[src/rtl/multicycle_control.sv]
// Multi-cycle MIPS control sequencer: walks fetch/decode/execute/memory/writeback
// and drives every datapath mux and enable, with Mealy memory-gated fetch writes.
module multicycle_control #(
    parameter bit TRAP_ON_ILLEGAL = 1'b1
) (
    input  logic       clk,
    input  logic       reset,
    input  logic [5:0] OpCode,
    input  logic       Zero,
    input  logic       mem_ready,
    output logic       PCWrite,
    output logic       PCWriteCond,
    output logic       pc_en,
    output logic       IorD,
    output logic       MemRead,
    output logic       MemWrite,
    output logic       IRWrite,
    output logic       RegWrite,
    output logic [1:0] MemToReg,
    output logic [1:0] RegDst,
    output logic       ALUSrcA,
    output logic [1:0] ALUSrcB,
    output logic [1:0] ALUOp,
    output logic [1:0] PCSource,
    output logic [3:0] state,
    output logic       illegal
);

    typedef enum logic [3:0] {
        FETCH     = 4'd0,
        DECODE    = 4'd1,
        MEM_ADDR  = 4'd2,
        MEM_READ  = 4'd3,
        MEM_WB    = 4'd4,
        MEM_WRITE = 4'd5,
        R_EXEC    = 4'd6,
        R_WB      = 4'd7,
        BRANCH    = 4'd8,
        JUMP      = 4'd9,
        I_EXEC    = 4'd10,
        I_WB      = 4'd11,
        JAL       = 4'd12,
        TRAP      = 4'd13
    } stateT;

    typedef struct packed {
        logic       pcWrite;
        logic       pcWriteCond;
        logic       iorD;
        logic       memRead;
        logic       memWrite;
        logic       regWrite;
        logic [1:0] memToReg;
        logic [1:0] regDst;
        logic       aluSrcA;
        logic [1:0] aluSrcB;
        logic [1:0] aluOp;
        logic [1:0] pcSource;
        logic       illegal;
    } ctrlT;

    localparam logic [5:0] OP_R     = 6'h00;
    localparam logic [5:0] OP_J     = 6'h02;
    localparam logic [5:0] OP_JAL   = 6'h03;
    localparam logic [5:0] OP_BEQ   = 6'h04;
    localparam logic [5:0] OP_ADDI  = 6'h08;
    localparam logic [5:0] OP_ADDIU = 6'h09;
    localparam logic [5:0] OP_ORI   = 6'h0D;
    localparam logic [5:0] OP_LUI   = 6'h0F;
    localparam logic [5:0] OP_LW    = 6'h23;
    localparam logic [5:0] OP_SW    = 6'h2B;

    localparam ctrlT FETCH_CTRL = '{memRead: 1'b1, aluSrcB: 2'b01, default: '0};

    stateT curState;
    stateT nextState;
    ctrlT  ctrlQ;
    ctrlT  ctrlNext;
    logic  storeQ;
    logic  storeNext;
    logic  iLogicQ;
    logic  iLogicNext;
    logic  live;
    logic  inFetch;

    // Next-state decision; the opcode is only looked at in DECODE, where the
    // load/store choice and the I-type ALU flavour are captured for later steps.
    always_comb begin
        nextState  = FETCH;
        storeNext  = storeQ;
        iLogicNext = iLogicQ;
        case (curState)
            FETCH:     nextState = mem_ready ? DECODE : FETCH;
            DECODE: begin
                storeNext  = (OpCode == OP_SW);
                iLogicNext = (OpCode == OP_ORI) || (OpCode == OP_LUI);
                case (OpCode)
                    OP_LW, OP_SW:                      nextState = MEM_ADDR;
                    OP_R:                              nextState = R_EXEC;
                    OP_BEQ:                            nextState = BRANCH;
                    OP_J:                              nextState = JUMP;
                    OP_JAL:                            nextState = JAL;
                    OP_ADDI, OP_ADDIU, OP_ORI, OP_LUI: nextState = I_EXEC;
                    default:                           nextState = TRAP_ON_ILLEGAL ? TRAP : FETCH;
                endcase
            end
            MEM_ADDR:  nextState = storeQ ? MEM_WRITE : MEM_READ;
            MEM_READ:  nextState = mem_ready ? MEM_WB : MEM_READ;
            MEM_WB:    nextState = FETCH;
            MEM_WRITE: nextState = mem_ready ? FETCH : MEM_WRITE;
            R_EXEC:    nextState = R_WB;
            R_WB:      nextState = FETCH;
            BRANCH:    nextState = FETCH;
            JUMP:      nextState = FETCH;
            I_EXEC:    nextState = I_WB;
            I_WB:      nextState = FETCH;
            JAL:       nextState = FETCH;
            TRAP:      nextState = TRAP;
            default:   nextState = FETCH;
        endcase
    end

    // Control word for the state being entered, so the outputs come straight off flops.
    always_comb begin
        ctrlNext = '0;
        case (nextState)
            FETCH:     ctrlNext = FETCH_CTRL;
            DECODE:    ctrlNext.aluSrcB = 2'b11;
            MEM_ADDR: begin
                ctrlNext.aluSrcA = 1'b1;
                ctrlNext.aluSrcB = 2'b10;
            end
            MEM_READ: begin
                ctrlNext.memRead = 1'b1;
                ctrlNext.iorD    = 1'b1;
            end
            MEM_WB: begin
                ctrlNext.regWrite = 1'b1;
                ctrlNext.memToReg = 2'b01;
            end
            MEM_WRITE: begin
                ctrlNext.memWrite = 1'b1;
                ctrlNext.iorD     = 1'b1;
            end
            R_EXEC: begin
                ctrlNext.aluSrcA = 1'b1;
                ctrlNext.aluOp   = 2'b10;
            end
            R_WB: begin
                ctrlNext.regWrite = 1'b1;
                ctrlNext.regDst   = 2'b01;
            end
            BRANCH: begin
                ctrlNext.aluSrcA     = 1'b1;
                ctrlNext.aluOp       = 2'b01;
                ctrlNext.pcWriteCond = 1'b1;
                ctrlNext.pcSource    = 2'b01;
            end
            JUMP: begin
                ctrlNext.pcWrite  = 1'b1;
                ctrlNext.pcSource = 2'b10;
            end
            I_EXEC: begin
                ctrlNext.aluSrcA = 1'b1;
                ctrlNext.aluSrcB = 2'b10;
                ctrlNext.aluOp   = iLogicNext ? 2'b11 : 2'b00;
            end
            I_WB: begin
                ctrlNext.regWrite = 1'b1;
                ctrlNext.aluOp    = iLogicNext ? 2'b11 : 2'b00;
            end
            JAL: begin
                ctrlNext.pcWrite  = 1'b1;
                ctrlNext.pcSource = 2'b10;
                ctrlNext.regWrite = 1'b1;
                ctrlNext.regDst   = 2'b10;
                ctrlNext.memToReg = 2'b10;
            end
            TRAP:      ctrlNext.illegal = 1'b1;
            default:   ctrlNext = '0;
        endcase
    end

    // State and registered control word; reset lands in FETCH with its controls ready.
    always_ff @(posedge clk or posedge reset) begin
        if (reset) begin
            curState <= FETCH;
            ctrlQ    <= FETCH_CTRL;
            storeQ   <= 1'b0;
            iLogicQ  <= 1'b0;
        end else begin
            curState <= nextState;
            ctrlQ    <= ctrlNext;
            storeQ   <= storeNext;
            iLogicQ  <= iLogicNext;
        end
    end

    // Reset and the two unused codes force every output low without waiting for an edge.
    assign live    = ~reset && (curState <= TRAP);
    assign inFetch = (curState == FETCH);

    assign PCWrite     = live & (ctrlQ.pcWrite | (inFetch & mem_ready));
    assign IRWrite     = live & inFetch & mem_ready;
    assign PCWriteCond = live & ctrlQ.pcWriteCond;
    assign pc_en       = PCWrite | (PCWriteCond & Zero);
    assign IorD        = live & ctrlQ.iorD;
    assign MemRead     = live & ctrlQ.memRead;
    assign MemWrite    = live & ctrlQ.memWrite;
    assign RegWrite    = live & ctrlQ.regWrite;
    assign MemToReg    = {2{live}} & ctrlQ.memToReg;
    assign RegDst      = {2{live}} & ctrlQ.regDst;
    assign ALUSrcA     = live & ctrlQ.aluSrcA;
    assign ALUSrcB     = {2{live}} & ctrlQ.aluSrcB;
    assign ALUOp       = {2{live}} & ctrlQ.aluOp;
    assign PCSource    = {2{live}} & ctrlQ.pcSource;
    assign illegal     = live & ctrlQ.illegal;
    assign state       = curState;

endmodule

[config.mk]
export PLATFORM = sky130hd
export DESIGN_NAME = multicycle_control
export DESIGN_NICKNAME = d
export VERILOG_FILES = /design/src/rtl/multicycle_control.sv
export SDC_FILE = /design/constraint.sdc
export NUM_CORES = 1
export LEC_CHECK = 0
export ABC_AREA = 1
export CORE_UTILIZATION = 50
export DETAILED_ROUTE_END_ITERATION = 10
export GPL_ROUTABILITY_DRIVEN = 1
export GPL_TIMING_DRIVEN = 0
export PLACE_DENSITY = 0.83
export SETUP_SLACK_MARGIN = 0.02
export SYNTH_ARGS = -nofsm -noshare
export SYNTH_HDL_FRONTEND = slang
export SYNTH_SLANG_ARGS = --single-unit
[constraint.sdc]
create_clock -name clk -period 5.7 [get_ports clk]
set_clock_uncertainty 0.15 [all_clocks]
set_input_delay 1.425 -clock clk [delete_from_list [all_inputs] [get_ports clk]]
set_output_delay 1.425 -clock clk [all_outputs]
set_load 0.01 [all_outputs]
### After elaboration in Yosys (flattened, before gate mapping)

Cells that the tools add are included.

| storage, ports and cells | value |
|---|---|
| bits in registers | 24 |
| word-level logic and storage cells | 101 |

| cells by class | value |
|---|---|
| equality and inequality tests | 29 |
| reduce and logical (&&, ||, !) cells | 14 |
| magnitude comparators | 1 |
| multiplexer cells | 21 |
| bitwise logic cells | 20 |

Operators by type and width:

| cell | number |
|---|---|
| == test 4 bit (second input constant) | 8 |
| one-hot mux 4 bit (8 select lines) | 1 |
| == test 4 x 3 -> 1 bit (second input constant) | 6 |
| == test 6 x 4 -> 1 bit (second input constant) | 4 |
| one-hot mux 4 bit (6 select lines) | 1 |
| == test 4 x 2 -> 1 bit (second input constant) | 4 |
| AND 1 bit | 12 |
| == test 6 x 2 -> 1 bit (second input constant) | 2 |
| == test 6 bit (second input constant) | 2 |
| one-hot mux 2 bit (2 select lines) | 3 |
| one-hot mux 2 bit (3 select lines) | 2 |
| OR reduction 2 bit | 6 |
| OR reduction 4 bit | 3 |
| AND 2 bit | 5 |
| 2-to-1 mux 1 bit | 10 |
| 2-to-1 mux 3 bit | 3 |
| == test 4 x 1 -> 1 bit (second input constant) | 2 |
| zero test 4 bit | 2 |
| == test 6 x 3 -> 1 bit (second input constant) | 1 |
| zero test 6 bit | 1 |
| <= comparator 4 bit (second input constant) | 1 |
| 2-to-1 mux 2 bit | 1 |
| bitwise OR 1 bit | 2 |
| logical AND 1 bit | 1 |
| 2 further kinds | 2 |

### Longest topological paths before layout

| depth | value |
|---|---|
| depth in word-level cells | 7 |
| gate-level depth with buffers | 12 |
| depth with buffers taken out | 12 |

### Worst setup path after synthesis

Ideal clock, no wire load.

| timing | value |
|---|---|
| path type | input port to output port |
| start | input port reset |
| end | output port RegDst[1] |
| data required time | 4.125 ns |
| stages | 5 |
| path slack | 1.342 ns |
| buffers on the path | 2 |
| arrival | 2.783 ns |
| cells stage by stage | inv_1 -> nand2_1 -> clkbuf_1 -> nor2_1 -> buf_4 |

| on the way | value |
|---|---|
| longest elaborated chain between the ends | 3 |

RTL lines:

| what | line | source |
|---|---|---|
| start: declaration | 7 | `input logic reset,` |
| NOT 1 bit | 200 | `assign live = ~reset && (curState <= TRAP);` |
| logical AND 1 bit | 200 |  |
| AND 2 bit | 212 | `assign RegDst = {2{live}} & ctrlQ.regDst;` |
| end: declaration | 20 | `output logic [1:0] RegDst,` |

No other way between the ends.

### Worst setup path after layout

Ends and elaborated chain as after synthesis.

==> impl_metrics.toml <==
[sta]
worst_slew_pin_slew_ps = 462
rsz0062_at_grt = "no"
setup-tns-final_ps = 0
hold_viol = 0
relSlewSlack = 0.692
fin_crit_ps = 5380
finalSetupViolations = 0
fmax_mhz = 186
fin_crit_sh = 0.944
finalMaxSlewViolations = 0

[logic_synthesis]
async_flop_share = 1.00
yosys_most_used_dff = "dfrtp_1"
syn-instance-count = 169
synth_area_sq_um = 1230
synth_edf_count = 0
synth_cell_types = 25
seq_area_frac_synth = 0.448
ys_warn_count = 0
avgSynthCellArea_sq_um = 7.30
synth_nets = 179
ys_ff_latch = 22

[clocking]
cts.sinks = 22
root_buffer = "clkbuf_4"
cts_buffer_depth = 2
clk-insertion-delay-late_ps = 300
cts_buffers = 3
htree_levels = 1
cts_tree = "built"
clkSlewWorstSetupHoldPaths_ps = 120

[grt]
met3_usage = 0.0380
grt_overflow = 0
busiest_layer = "met2"
met1_usage = 0.262
grt_use_met2 = 0.442
grt_max_degree = 24
grt_pass1_wl_mm = 4.63
grt_usage = 0.238
antenna_found_initial = 0
grt_pass1_vias = 1109

[setup_path]
crit_family = "buffers and inverters"
cpPeakStageDelay_ps = 530
start_kind = "input pin"
worst-path-buf-inv = 5
worstSetupEndpointType = "output pin"
crit_slowest_cell = "clkdlybuf4s50_1"
cp.required_ps = 4120
crit_fanout = 23
critical_path_arrival_ps = 3810
crit_type = "in -> out"
rrSetupSlack_ps = 3780
cp_cell_sequence = "clkdlybuf4s50_1 -> clkinvlp_4 -> nand2_1 -> clkbuf_1 -> nor2_1 -> buf_4 -> clkdlybuf4s50_1"
cpMostUsedCell = "clkdlybuf4s50_1"

[run]
maxCapViolCount = 0

[power]
p_sw_frac = 0.443
switchingPower_mw = 0.293
internal_power_mw = 0.369
p_per_area_nw_per_um2 = 406
clkPwrFrac = 0.108
p_seq_frac = 0.358
p_leak_nw = 0.830
combPwrFrac = 0.533
ir_drop_v = 0.000240

[route]
viasPerCell = 4.90
wl_per_cell_microns = 11.2
vias = 1146
drtAntennaViolNets = 0
totalWireLength_mm = 2.62
firstDrtPassIters = 4
drt_iter0_drc = 27
drc = 0

[die]
die_w_microns = 51.7
core.rowCount = 17
coreArea_sq_um = 2280
start_util = 0.542
dieArea_sq_um = 2670
die_y_microns = 51.7
io-pin-count = 34

[hold_path]
min_path_type = "reg -> reg"

[finish]
layout-drive-gt1-share = 0.141
fillers = 179
antenna_cells = 0
fin_area_sq_um = 1630
nNetsFinal = 217
final_cell_mix = "inv_1 (33), clkdlybuf4s50_1 (33), nor2_1 (30), nand2_1 (30), dfrtp_1 (20)"
areaGrowthSynthToFinish_pct = 32.0

[placed_design]
gp_congestion = 0.811
dp_hpwl_mm = 2.09
io_buffers = 33
post_dp_cell_area_sq_um = 1600

[outcome]
status = "finished clean"
## cell usage after synthesis (2+ instances only)
cell / number / area, sq um
nor2_2: 4 / 25.0
nand3_1: 16 / 80.1
o21ai_0: 3 / 15.0
nand2_1: 30 / 113
inv_2: 7 / 26.3
dfrtp_1: 20 / 500
nor2_1: 30 / 113
nand2_2: 3 / 18.8
dfstp_2: 2 / 52.6
nand4_1: 3 / 18.8
nor2_4: 2 / 22.5
inv_1: 34 / 128
buf_4: 2 / 15.0
a21oi_1: 2 / 10.0
## layer usage
metal	routed length, microns	vias up
li1	-	582
met5	0	-
met2	1390	43
met4	72	0
met3	82	9
met1	1070	512
## layout make-up
type                    instances  area, sq um  share of cell area
plain buffers                   3         18.8              0.0115
inverters                      41          158              0.0968
repair buffers                 33          330               0.203
flip-flops and latches         22          553               0.339
multi-input cells             103          508               0.312
clock buffers                   4         26.3              0.0161
well taps                      28         35.0              0.0215
## through the flow
stage               hold WS, ps  worst slack, ps  total power, mW  utilization  cells
detailed placement          346              182            0.590        0.703    230
global placement            342              220            0.575        0.703    230
global route                432             33.0            0.717        0.716    234
floorplan                   312             1340            0.463            -    169
CTS                         374              174            0.661        0.714    234
finish                      372              318            0.662        0.716    234
## worst reg2reg max path, stage by stage, from the launching register on
cell,delay [ps]
dfrtp_1,460
inv_2,130
nor2_2,80
nand3_2,90
inv_2,50
a21oi_1,190
nand3_1,140
nor2_2,170
inv_2,80
nor2_4,130
nand2_1,100
nand2_1,100
## power by group through the flow
stage	Sequential, mW	Combinational (mW)	Clock, mW
floorplan	0.240	0.223	0
global placement	0.238	0.338	0
detailed placement	0.241	0.349	0
CTS	0.237	0.351	0.0731
global route	0.243	0.392	0.0830
finish	0.237	0.353	0.0718
## state kept, by name (all words and copies together) (netlist names)
| signal | flops |
|---|---|
| ctrlQ | 16 |
| state | 4 |
| iLogicQ | 1 |
| storeQ | 1 |
## what timing repair did
action | 4_1_cts | 5_1_grt
buffers inserted | 0 | 0
resized for setup | 0 | 1
hold buffers | 0 | 0
hold endpoints to repair | 0 | 0
setup endpoints to repair | 0 | 1
## cells by family (layout without fill, tap and decap cells)
logic type,after synthesis,after routing,synth area share
buf+inv,44,81,0.140
simple gates,93,93,0.361
compound gates,10,10,0.0507
flops,22,22,0.448
## path summary, 6_finish.rpt
kind | depth (start not counted) | end | start
worst min-delay path | 2 | iLogicQ$_DFF_PP0_ | iLogicQ$_DFF_PP0_
min in group asynchronous | 2 | ctrlQ[6]$_DFF_PP0_ | reset
worst max register to register | 11 | ctrlQ[3]$_DFF_PP0_ | state[1]$_DFF_PP0_
worst min register to register | 2 | iLogicQ$_DFF_PP0_ | iLogicQ$_DFF_PP0_
max in group asynchronous | 2 | ctrlQ[14]$_DFF_PP1_ | reset
worst max-delay path | 7 | RegDst[1] | reset
(Power assumes the default switching activity.)
